==> src/rtl/uart_loader.sv <==
// uart_loader: UART boot loader that assembles framed images into 32-bit words for the upg_* write ports.
// Define UART_TX_ACK_EN to add an 8N1 transmitter returning 0x55 (good checksum) or 0xEE (bad checksum).
module uart_loader #(
  parameter int unsigned CLK_HZ      = 10_000_000,
  parameter int unsigned BAUD        = 128_000,
  parameter int unsigned TIMEOUT_CYC = 1_000_000
) (
  input  logic        fpga_clk,
  input  logic        fpga_rst,
  input  logic        rx_i,
  output logic        tx_o,
  output logic        upg_wen_o,
  output logic [14:0] upg_adr_o,
  output logic [31:0] upg_dat_o,
  output logic        upg_done_o,
  output logic        upg_err_o
);
  localparam int unsigned CPB = CLK_HZ / BAUD;
  localparam int unsigned CW  = $clog2(CPB + 1);
  localparam int unsigned TW  = $clog2(TIMEOUT_CYC + 1);
  localparam logic [CW-1:0] CNT_BIT  = CW'(CPB - 1);
  localparam logic [CW-1:0] CNT_HALF = CW'(CPB / 2 - 1);
  localparam logic [TW-1:0] TMO_LAST = TW'(TIMEOUT_CYC - 1);

  // ---------------- RX byte receiver ----------------
  typedef enum logic [1:0] {R_IDLE, R_START, R_DATA, R_STOP} rx_state_e;

  rx_state_e     rx_state_q, rx_state_d;
  logic [CW-1:0] rx_cnt_q, rx_cnt_d;
  logic [2:0]    rx_bit_q, rx_bit_d;
  logic [7:0]    rx_sh_q, rx_sh_d;
  logic          rx_s1_q, rx_s2_q, rx_prev_q;
  logic          byte_valid, frame_err;

  always_comb begin
    rx_state_d = rx_state_q;
    rx_cnt_d   = rx_cnt_q + 1'b1;
    rx_bit_d   = rx_bit_q;
    rx_sh_d    = rx_sh_q;
    byte_valid = 1'b0;
    frame_err  = 1'b0;
    unique case (rx_state_q)
      R_IDLE: begin
        rx_cnt_d = '0;
        if (rx_prev_q && !rx_s2_q) rx_state_d = R_START;
      end
      R_START: if (rx_cnt_q == CNT_HALF) begin
        // a start bit that is already high again at its centre is a glitch
        rx_cnt_d   = '0;
        rx_bit_d   = '0;
        rx_state_d = rx_s2_q ? R_IDLE : R_DATA;
      end
      R_DATA: if (rx_cnt_q == CNT_BIT) begin
        rx_cnt_d = '0;
        rx_sh_d  = {rx_s2_q, rx_sh_q[7:1]};
        rx_bit_d = rx_bit_q + 1'b1;
        if (rx_bit_q == 3'd7) rx_state_d = R_STOP;
      end
      R_STOP: if (rx_cnt_q == CNT_BIT) begin
        rx_state_d = R_IDLE;
        byte_valid = rx_s2_q;
        frame_err  = !rx_s2_q;
      end
      default: rx_state_d = R_IDLE;
    endcase
  end

  always_ff @(posedge fpga_clk or negedge fpga_rst) begin
    if (!fpga_rst) begin
      rx_s1_q    <= 1'b1;
      rx_s2_q    <= 1'b1;
      rx_prev_q  <= 1'b1;
      rx_state_q <= R_IDLE;
      rx_cnt_q   <= '0;
      rx_bit_q   <= '0;
      rx_sh_q    <= '0;
    end else begin
      rx_s1_q    <= rx_i;
      rx_s2_q    <= rx_s1_q;
      rx_prev_q  <= rx_s2_q;
      rx_state_q <= rx_state_d;
      rx_cnt_q   <= rx_cnt_d;
      rx_bit_q   <= rx_bit_d;
      rx_sh_q    <= rx_sh_d;
    end
  end

  // ---------------- Frame parser ----------------
  typedef enum logic [2:0] {
    S_SYNC, S_TGT, S_CNT0, S_CNT1, S_DATA, S_CSUM
`ifdef UART_TX_ACK_EN
    , S_ACK
`endif
  } state_e;

  state_e        state_q, state_d;
  logic          tgt_q, tgt_d;
  logic [15:0]   n_q, n_d;
  logic [13:0]   idx_q, idx_d;
  logic [1:0]    bcnt_q, bcnt_d;
  logic [23:0]   word_q, word_d;
  logic [7:0]    csum_q, csum_d;
  logic [TW-1:0] tmo_q, tmo_d;
  logic          wen_q, wen_d;
  logic [14:0]   adr_q, adr_d;
  logic [31:0]   dat_q, dat_d;
  logic          done_q, done_d;
  logic          err_q, err_d;
  logic          in_ack;
  logic          tmo_run;

`ifdef UART_TX_ACK_EN
  logic       tx_start;
  logic [7:0] tx_byte;
  logic       tx_busy;
  assign in_ack = (state_q == S_ACK);
`else
  assign in_ack = 1'b0;
`endif

  assign tmo_run = (state_q != S_SYNC) && !in_ack;

  always_comb begin
    state_d = state_q;
    tgt_d   = tgt_q;
    n_d     = n_q;
    idx_d   = idx_q;
    bcnt_d  = bcnt_q;
    word_d  = word_q;
    csum_d  = csum_q;
    adr_d   = adr_q;
    dat_d   = dat_q;
    done_d  = done_q;
    wen_d   = 1'b0;
    err_d   = 1'b0;
    tmo_d   = (tmo_run && !byte_valid) ? tmo_q + 1'b1 : '0;
`ifdef UART_TX_ACK_EN
    tx_start = 1'b0;
    tx_byte  = 8'h55;
    if (in_ack && !tx_busy) state_d = S_SYNC;
`endif
    if (frame_err) begin
      err_d   = 1'b1;
      state_d = S_SYNC;
    end else if (byte_valid) begin
      unique case (state_q)
        S_SYNC: if (rx_sh_q == 8'hA5) begin
          state_d = S_TGT;
          done_d  = 1'b0;
          idx_d   = '0;
          bcnt_d  = '0;
          csum_d  = '0;
        end
        S_TGT: begin
          tgt_d   = rx_sh_q[0];
          state_d = S_CNT0;
        end
        S_CNT0: begin
          n_d[7:0] = rx_sh_q;
          state_d  = S_CNT1;
        end
        S_CNT1: begin
          n_d[15:8] = rx_sh_q;
          if ({rx_sh_q, n_q[7:0]} == 16'd0 || {rx_sh_q, n_q[7:0]} > 16'd16384) begin
            err_d   = 1'b1;
            state_d = S_SYNC;
          end else begin
            state_d = S_DATA;
          end
        end
        S_DATA: begin
          word_d = {rx_sh_q, word_q[23:8]};
          csum_d = csum_q ^ rx_sh_q;
          bcnt_d = bcnt_q + 1'b1;
          if (bcnt_q == 2'd3) begin
            wen_d = 1'b1;
            dat_d = {rx_sh_q, word_q};
            adr_d = {tgt_q, idx_q};
            idx_d = idx_q + 1'b1;
            if ({2'b00, idx_q} == n_q - 16'd1) state_d = S_CSUM;
          end
        end
        S_CSUM: begin
          if (rx_sh_q == csum_q) begin
            done_d = 1'b1;
          end else begin
            err_d = 1'b1;
          end
`ifdef UART_TX_ACK_EN
          tx_byte  = (rx_sh_q == csum_q) ? 8'h55 : 8'hEE;
          tx_start = 1'b1;
          state_d  = S_ACK;
`else
          state_d  = S_SYNC;
`endif
        end
        default: ;
      endcase
    end else if (tmo_run && tmo_q == TMO_LAST) begin
      err_d   = 1'b1;
      tmo_d   = '0;
      state_d = S_SYNC;
    end
  end

  always_ff @(posedge fpga_clk or negedge fpga_rst) begin
    if (!fpga_rst) begin
      state_q <= S_SYNC;
      tgt_q   <= 1'b0;
      n_q     <= '0;
      idx_q   <= '0;
      bcnt_q  <= '0;
      word_q  <= '0;
      csum_q  <= '0;
      tmo_q   <= '0;
      wen_q   <= 1'b0;
      adr_q   <= '0;
      dat_q   <= '0;
      done_q  <= 1'b0;
      err_q   <= 1'b0;
    end else begin
      state_q <= state_d;
      tgt_q   <= tgt_d;
      n_q     <= n_d;
      idx_q   <= idx_d;
      bcnt_q  <= bcnt_d;
      word_q  <= word_d;
      csum_q  <= csum_d;
      tmo_q   <= tmo_d;
      wen_q   <= wen_d;
      adr_q   <= adr_d;
      dat_q   <= dat_d;
      done_q  <= done_d;
      err_q   <= err_d;
    end
  end

  assign upg_wen_o  = wen_q;
  assign upg_adr_o  = adr_q;
  assign upg_dat_o  = dat_q;
  assign upg_done_o = done_q;
  assign upg_err_o  = err_q;

  // ---------------- Optional ack transmitter ----------------
`ifdef UART_TX_ACK_EN
  typedef enum logic [1:0] {T_IDLE, T_START, T_DATA, T_STOP} tx_state_e;

  tx_state_e     tx_state_q, tx_state_d;
  logic [CW-1:0] tx_cnt_q, tx_cnt_d;
  logic [2:0]    tx_bit_q, tx_bit_d;
  logic [7:0]    tx_sh_q, tx_sh_d;
  logic          tx_q, tx_d;

  assign tx_busy = (tx_state_q != T_IDLE);

  always_comb begin
    tx_state_d = tx_state_q;
    tx_cnt_d   = tx_cnt_q + 1'b1;
    tx_bit_d   = tx_bit_q;
    tx_sh_d    = tx_sh_q;
    tx_d       = tx_q;
    unique case (tx_state_q)
      T_IDLE: begin
        tx_cnt_d = '0;
        tx_d     = 1'b1;
        if (tx_start) begin
          tx_sh_d    = tx_byte;
          tx_d       = 1'b0;
          tx_state_d = T_START;
        end
      end
      T_START: if (tx_cnt_q == CNT_BIT) begin
        tx_cnt_d   = '0;
        tx_bit_d   = '0;
        tx_d       = tx_sh_q[0];
        tx_sh_d    = {1'b0, tx_sh_q[7:1]};
        tx_state_d = T_DATA;
      end
      T_DATA: if (tx_cnt_q == CNT_BIT) begin
        tx_cnt_d = '0;
        tx_bit_d = tx_bit_q + 1'b1;
        if (tx_bit_q == 3'd7) begin
          tx_d       = 1'b1;
          tx_state_d = T_STOP;
        end else begin
          tx_d    = tx_sh_q[0];
          tx_sh_d = {1'b0, tx_sh_q[7:1]};
        end
      end
      T_STOP: if (tx_cnt_q == CNT_BIT) tx_state_d = T_IDLE;
      default: tx_state_d = T_IDLE;
    endcase
  end

  always_ff @(posedge fpga_clk or negedge fpga_rst) begin
    if (!fpga_rst) begin
      tx_state_q <= T_IDLE;
      tx_cnt_q   <= '0;
      tx_bit_q   <= '0;
      tx_sh_q    <= '0;
      tx_q       <= 1'b1;
    end else begin
      tx_state_q <= tx_state_d;
      tx_cnt_q   <= tx_cnt_d;
      tx_bit_q   <= tx_bit_d;
      tx_sh_q    <= tx_sh_d;
      tx_q       <= tx_d;
    end
  end

  assign tx_o = tx_q;
`else
  assign tx_o = 1'b1;
`endif

endmodule

==> config.mk <==
export PLATFORM = sky130hd
export DESIGN_NAME = uart_loader
export DESIGN_NICKNAME = d
export VERILOG_FILES = /design/src/rtl/uart_loader.sv
export SDC_FILE = /design/constraint.sdc
export NUM_CORES = 1
export LEC_CHECK = 0
export ABC_AREA = 0
export CAP_MARGIN = 10
export CELL_PAD_IN_SITES_DETAIL_PLACEMENT = 2
export CELL_PAD_IN_SITES_GLOBAL_PLACEMENT = 2
export CORE_UTILIZATION = 39
export DETAILED_ROUTE_END_ITERATION = 10
export PLACE_DENSITY = 0.87
export SYNTH_ARGS = -nofsm -noshare
export SYNTH_HDL_FRONTEND = slang
export SYNTH_SLANG_ARGS = --single-unit
==> constraint.sdc <==
create_clock -name fpga_clk -period 3.6 [get_ports fpga_clk]
set_input_delay 0.72 -clock fpga_clk [delete_from_list [all_inputs] [get_ports fpga_clk]]
set_output_delay 0.72 -clock fpga_clk [all_outputs]
set_load 0.02 [all_outputs]
==> out/qor.csv, run 1 <==
metric;value;unit
worst slew pin tran;0.9437;ns
wire length on met2;11910;µm
Routed WL;22190;µm
Synth async-reset ratio;100.0;%
first-pass GRT wire length;36770;µm
critical path endpoint;csum_q[1];
fmax;0.2961;GHz
Max VDD drop;0.0003280;V
cts bufs inserted;17;
DIE AREA;0.01988;mm²
Top FF cell, synth;dfrtp_1;
yosys warns;0;
Net Sw Frac;24.96;%
antenna cell count;0;
FF+latch area;0.004033;mm²
hold slack final;0.3217;ns
combinational fraction of design power;4.8;%
setup_tns;0;ns
synthesized area per cell;10.52;µm²
Pins Over Slew Limit;0;
Routed WL per cell;21.56;µm
Setup CP Type;reg -> reg;
Port-buffer cells;52;
post-DR vias/cell;5.511;
fillers;1893;
crit-path cells;inv_1 -> ha_1 -> nand4_1 -> nor3_1 -> buf_4 -> nand4_1 -> nor3_1 -> a21boi_1 -> o21ai_0 -> nand2_1 -> o21ai_0;
floorplan row count;50;
RSZ-0062 raised after global routing;false;
clock root buffer;clkbuf_16;
TritonCTS clock tree;done;
post-route clock period utilization;93.80;%
Final min period;3.377;ns
final hold violation count;0;
Critical R2R Capture;csum_q[1];
Synth-to-Final Area Change;17.59;%
Clock power frac;46.5;%
core box area;0.01883;mm²
Reg clk slew, reported paths;0.07;ns
post-synth top area share;52.48;%
Global Route Usage Sum;24.41;%
Seq pwr share;48.7;%
Crit-path slowest cell;a21boi_1;
HPWL after DPL;14460;µm
Max clock buf depth;2;
Synth cell types;64;
Max Cap Viol;0;
met3 wire len;484;µm
Switching Power;0.9871;mW
ANT nets after route;0;
via count;5671;
Hold Buf Count CTS;0;
area of the multi-input gates;0.003243;mm²
top routing layer in use;met4;
Placer Congestion;0.8409;
reg-to-reg slack, setup;0.22;ns
vias in the first global route;6573;
worst clock skew;0.01705;ns
Setup violations, final;0;
Resized Gates After CTS;0;
number of synthesized flops with an enable pin;0;
Worst Setup Start Kind;flip-flop;
post-CTS setup buffers;0;
WL met1;9267;µm
proportion of synthesized area in mux cells;10.91;%
initial antenna violation count;0;
Hold Path Class;in -> async;
Mapped Cells;716;
GRT overflow;0;
post-synthesis sequential area ratio;53.53;%
endpoint class of the critical path;flip-flop;
Arr. time, crit path;3.67;ns
Die Span X;141.0;µm
largest net degree at the start of global routing;93;
adder-cell area share of the yosys netlist;1.495;%
largest family of logic cells by synthesized area;simple AND/OR/NAND/NOR gates;
Worst-Skew Late Latency;0.45;ns
launch point of the worst reg-to-reg path;rx_cnt_q[1];
beginning of the critical path;rx_cnt_q[1];
design area;0.008859;mm²
clk sinks;161;
post-synthesis simple-gate area fraction;17.31;%
synthesized area;0.007533;mm²
#FFs+latches synth;161;
CP max stage delay;0.72;ns
drt initial violations;312;
dominant cell type by area after synthesis;dfrtp_1;
Die Span Y;141.0;µm
Initial Utilization;40.01;%
Synthesized Nets;728;
Synth Area in XOR/XNOR;4.883;%
Leak;4.188;nW
Top Ports;54;
dpl cell area;0.008274;mm²
CP max FO;10;
# nets final;768;
DR pass1 iterations;4;
Pwr Density;446.5;mW/mm²
layout cells sized above 1;17.04;%
H-tree depth;4;
FF-to-FF path depth;11;
status;completed;
Internal;2.968;mW
DRC;0;
critical path data required time;3.89;ns
post-synthesis compound-gate area fraction;8.371;%
largest cells by area after synthesis;dfrtp_1 (52%), mux2_2 (10%), nand2_1 (5.9%);
slew margin rel.;36.20;%
-- final cells by class --
class                           instances  area share [%]
Clock buffer                           19           4.887
Clock inverter                         13           1.709
Inverter                               15          0.6356
Multi-Input combinational cell        498           36.61
Sequential cell                       161           45.52
Tap cell                              260           3.672
Timing Repair Buffer                   63           6.963
-- power groups by stage --
stage | registers, mW | logic [mW] | clock network [mW]
3_5_place_dp | 1.96 | 0.195 | 0
2_1_floorplan | 1.93 | 0.134 | 0
6_report | 1.93 | 0.189 | 1.84
4_1_cts | 1.93 | 0.197 | 1.88
3_3_place_gp | 1.95 | 0.167 | 0
5_1_grt | 1.94 | 0.218 | 1.95
-- placed cells by master (no fill, tap or decap), types with 10 or more instances in the layout --
cell,synthesis,layout
nand4_1,15,15
o21ai_0,53,53
buf_4,1,10
and3_1,11,11
xnor2_1,14,14
clkbuf_16,0,17
clkdlybuf4s50_1,0,51
dfrtp_1,158,158
a21oi_1,16,16
nor3_1,16,16
xor2_1,28,28
inv_1,15,15
mux2_2,69,69
nand3_1,18,18
nor2_1,43,43
nand2_1,119,118
-- per-layer routing --
metal  vias up  track usage [%]
li1       2557                -
met1      3004            28.06
met2        73            44.62
met3        37            4.654
met4         0            9.668
met5         -                0
-- worst max-delay path, delay by kind of cell (launching register included) --
family | cells | cell delay [ns]
compound gates | 3 | 1.14
fa+ha+maj | 1 | 0.13
flops | 1 | 0.42
buf+inv | 2 | 0.26
simple gates | 5 | 1.27
-- stage by stage --
step	setup WS (ns)	total power [mW]	util [%]	std cells
after detailed placement	0.3382	2.154	43.94	997
after floorplan	0.7831	2.061	-	716
after global routing	0.02447	4.103	47.04	1029
after global placement	0.6349	2.117	43.94	997
final	0.2232	3.955	47.04	1029
after CTS	0.2170	3.999	47.04	1029
-- logic make-up (layout without fill, tap and decap cells) --
family                     Yosys count  in the layout
other                                1              1
muxes                               73             73
AOI/OAI and AO/OA                  105            105
DFF                                161            161
xor gates and xnor gates            42             42
buffers and inverters               57            110
and+or+nand+nor                    268            268
adders and majority gates            9              9
-- cells in the mapped netlist (all sizes together), types with 3 or more instances --
cell    count
dfstp       3
mux2       70
and3       11
buf         3
inv        15
ha          9
or3         7
nand4      15
dfrtp     158
nor4        9
nand2     120
nor2       45
a41oi       3
o31ai       5
nand3b      4
nor3       17
nand2b      5
a21oi      16
o21a        3
xor2       28
nand3      18
nor2b       3
xnor2      14
a31oi       8
mux2i       3
o21ai      54
clkbuf     38
-- registers in the layout, indices dropped and copies added, names as in the netlist, 7 cells and up, named ones only --
signal	cells
tmo_q	20
upg_adr_o	15
rx_sh_q	8
n_q	16
word_q	24
idx_q	14
csum_q	8
rx_cnt_q	7
upg_dat_o	32
-- how the worst min path moves through the flow --
stage / start / end / slack [ns] / depth (start not counted)
2_1_floorplan: rx_s1_q / rx_s2_q / 0.35 / 0
3_3_place_gp: rx_s1_q / rx_s2_q / 0.35 / 0
3_5_place_dp: rx_s1_q / rx_s2_q / 0.35 / 0
4_1_cts: rx_s1_q / rx_s2_q / 0.35 / 0
5_1_grt: rx_s1_q / rx_s2_q / 0.36 / 0
6_report: fpga_rst / upg_wen_o / 0.32 / 1
No activity file was read; power rests on OpenSTA's default activity.
==> run 2: changes to the inputs <==
Settings changed: CTS_CLUSTER_DIAMETER set to 150.
==> results of run 2 <==
No change in the layout: final DEF, timing and power equal those of run 1.
==> run 3: changes to the inputs <==
Settings changed: HOLD_SLACK_MARGIN set to 0.08, PLACE_DENSITY 0.87 to unset, PLACE_DENSITY_LB_ADDON set to 0.1, SKIP_LAST_GASP set to 1.
==> run 3 against run 2 <==
Against the previous run: hold slack got worse by 0.074 ns; global-route usage down 2.1 points; routed wire length fell by 8.6%; register-to-register slack better by 0.13 ns; worst setup slack better by 0.13 ns; non-clock buffer count increased by 4; die area is the same; critical path depth shrank 1; utilization hardly changed; first-iteration DRC count is 40% lower; sequential share of layout area about the same.
==> out/qor.csv, run 3 (same netlist as run 1, synthesis figures left out) <==
metric;value;unit;change
status;completed;;unchanged
layout cells sized above 1;17.59;%;was 17.04%
Reg clk slew, reported paths;0.06;ns;was 0.07 ns
ANT nets after route;0;;unchanged
HPWL after DPL;13790;µm;was 14,460 µm
vias in the first global route;6333;;was 6,573
# nets final;772;;was 768
Hold Buf Count CTS;0;;unchanged
Internal;2.892;mW;was 2.968 mW
antenna cell count;0;;unchanged
post-DR vias/cell;5.408;;was 5.511
Net Sw Frac;25.36;%;was 24.96%
Hold Path Class;in -> async;;unchanged
Clock power frac;45.5;%;was 46.5%
Routed WL per cell;19.64;µm;was 21.56 µm
dpl cell area;0.008304;mm²;was 0.008274 mm²
Routed WL;20290;µm;was 22,190 µm
H-tree depth;4;;unchanged
via count;5586;;was 5,671
design area;0.008865;mm²;was 0.008859 mm²
worst clock skew;0.01361;ns;was 0.01705 ns
GRT overflow;0;;unchanged
slew margin rel.;49.57;%;was 36.20%
post-route clock period utilization;90.21;%;was 93.80%
final hold violation count;0;;unchanged
Top Ports;54;;unchanged
Synth-to-Final Area Change;17.67;%;was 17.59%
clock root buffer;clkbuf_16;;unchanged
first-pass GRT wire length;34160;µm;was 36,770 µm
DR pass1 iterations;4;;unchanged
critical path data required time;3.91;ns;was 3.89 ns
CP max FO;8;;was 10
commonest non-fill, non-tap cell in the layout;dfrtp_1;;unchanged
fillers;1937;;was 1,893
fmax;0.3079;GHz;was 0.2961 GHz
Final min period;3.248;ns;was 3.377 ns
clk sinks;161;;unchanged
Switching Power;0.9827;mW;was 0.9871 mW
Setup violations, final;0;;unchanged
Resized Gates After CTS;0;;unchanged
FF+latch area;0.004033;mm²;unchanged
core box area;0.01883;mm²;unchanged
Initial Utilization;40.01;%;unchanged
combinational fraction of design power;4.8;%;about the same
Max Cap Viol;0;;unchanged
TritonCTS clock tree;done;;unchanged
Max VDD drop;0.0003365;V;was 0.0003280 V
FF-to-FF path depth;10;;was 11
Die Span X;141.0;µm;unchanged
area of the multi-input gates;0.003243;mm²;unchanged
Pins Over Slew Limit;0;;unchanged
Global Route Usage Sum;22.28;%;was 24.41%
Die Span Y;141.0;µm;unchanged
floorplan row count;50;;unchanged
Max clock buf depth;2;;unchanged
DIE AREA;0.01988;mm²;unchanged
worst slew pin tran;0.7542;ns;was 0.9437 ns
Leak;4.187;nW;was 4.188 nW
number of flip-flops in the largest register;32;;unchanged
Port-buffer cells;52;;unchanged
Worst Setup Start Kind;flip-flop;;unchanged
setup_tns;0;ns;unchanged
Arr. time, crit path;3.56;ns;was 3.67 ns
Pwr Density;437.1;mW/mm²;was 446.5 mW/mm²
RSZ-0062 raised after global routing;false;;unchanged
post-CTS setup buffers;0;;unchanged
endpoint class of the critical path;flip-flop;;unchanged
drt initial violations;187;;was 312
Placer Congestion;0.8555;;was 0.8409
largest net degree at the start of global routing;78;;was 93
DRC;0;;unchanged
Seq pwr share;49.7;%;was 48.7%
cts bufs inserted;17;;unchanged
Worst-Skew Late Latency;0.43;ns;was 0.45 ns
most frequent cells in the layout;dfrtp_1 (158), nand2_1 (118), mux2_2 (69);;unchanged
initial antenna violation count;0;;unchanged
hold slack final;0.2479;ns;was 0.3217 ns
Setup CP Type;reg -> reg;;unchanged
[run 3: changes by cell type in the layout (fill, tap and decap cells not counted)]
cell,delta
buf_4,+4
clkinvlp_4,+4
clkinv_4,-2
bufinv_16,-1
clkbuf_1,-1
inv_6,+1
inv_8,-1
[run 3: power by group through the flow]
stage               Combinational [mW]  Sequential [mW]  Clock [mW]
floorplan                        0.134             1.93           0
global placement                 0.172             1.95           0
detailed placement               0.191             1.96           0
CTS                              0.192             1.93        1.81
global route                     0.216             1.93        1.86
finish                           0.185             1.93        1.76
[run 3: critical path, stage by stage (launching register included)]
cell	delay [ns]
dfrtp_1	0.43
inv_1	0.10
ha_1	0.27
or4b_4	0.58
a2111oi_0	0.52
o21bai_1	0.14
o21ai_0	0.09
o21ai_1	0.10
o41ai_2	0.42
nand2_1	0.17
mux2_4	0.32
[run 3: cell type report]
| type | instances | area share (%) |
|---|---|---|
| well taps | 260 | 3.670 |
| flip-flops and latches | 161 | 45.49 |
| inverters | 15 | 0.6351 |
| clock inverters | 14 | 1.482 |
| clock buffers | 18 | 4.841 |
| repair buffers | 67 | 7.297 |
| multi-input cells | 498 | 36.58 |
[run 3: final timing paths]
kind	end	slack, ns	start
worst min-delay path	upg_dat_o[5]	0.25	fpga_rst
worst min register to register	rx_s2_q	0.35	rx_s1_q
worst max-delay path	state_q[0]	0.35	n_q[0]
worst max register to register	state_q[0]	0.35	n_q[0]
max in group asynchronous	tgt_q	2.47	fpga_rst
min in group fpga_clk	rx_s2_q	0.35	rx_s1_q
[run 3: layer usage]
metal  GRT usage [%]  wire length (µm)  vias to the layer above
met4           7.151               332                        0
li1                -                 -                     2568
met1           26.52              8869                     2922
met2           40.95             10710                       69
met3           3.533               373                       27
met5               0                 0                        -
[run 3: stage by stage]
stage                     instances  util [%]  setup WS (ns)  total power [mW]
after detailed placement       1001     44.10         0.3890             2.150
after floorplan                 716         -         0.7831             2.061
after global routing           1033     47.08         0.1724             4.009
final                          1033     47.08         0.3524             3.875
after CTS                      1033     47.08         0.3233             3.926
after global placement         1001     44.10         0.6230             2.125
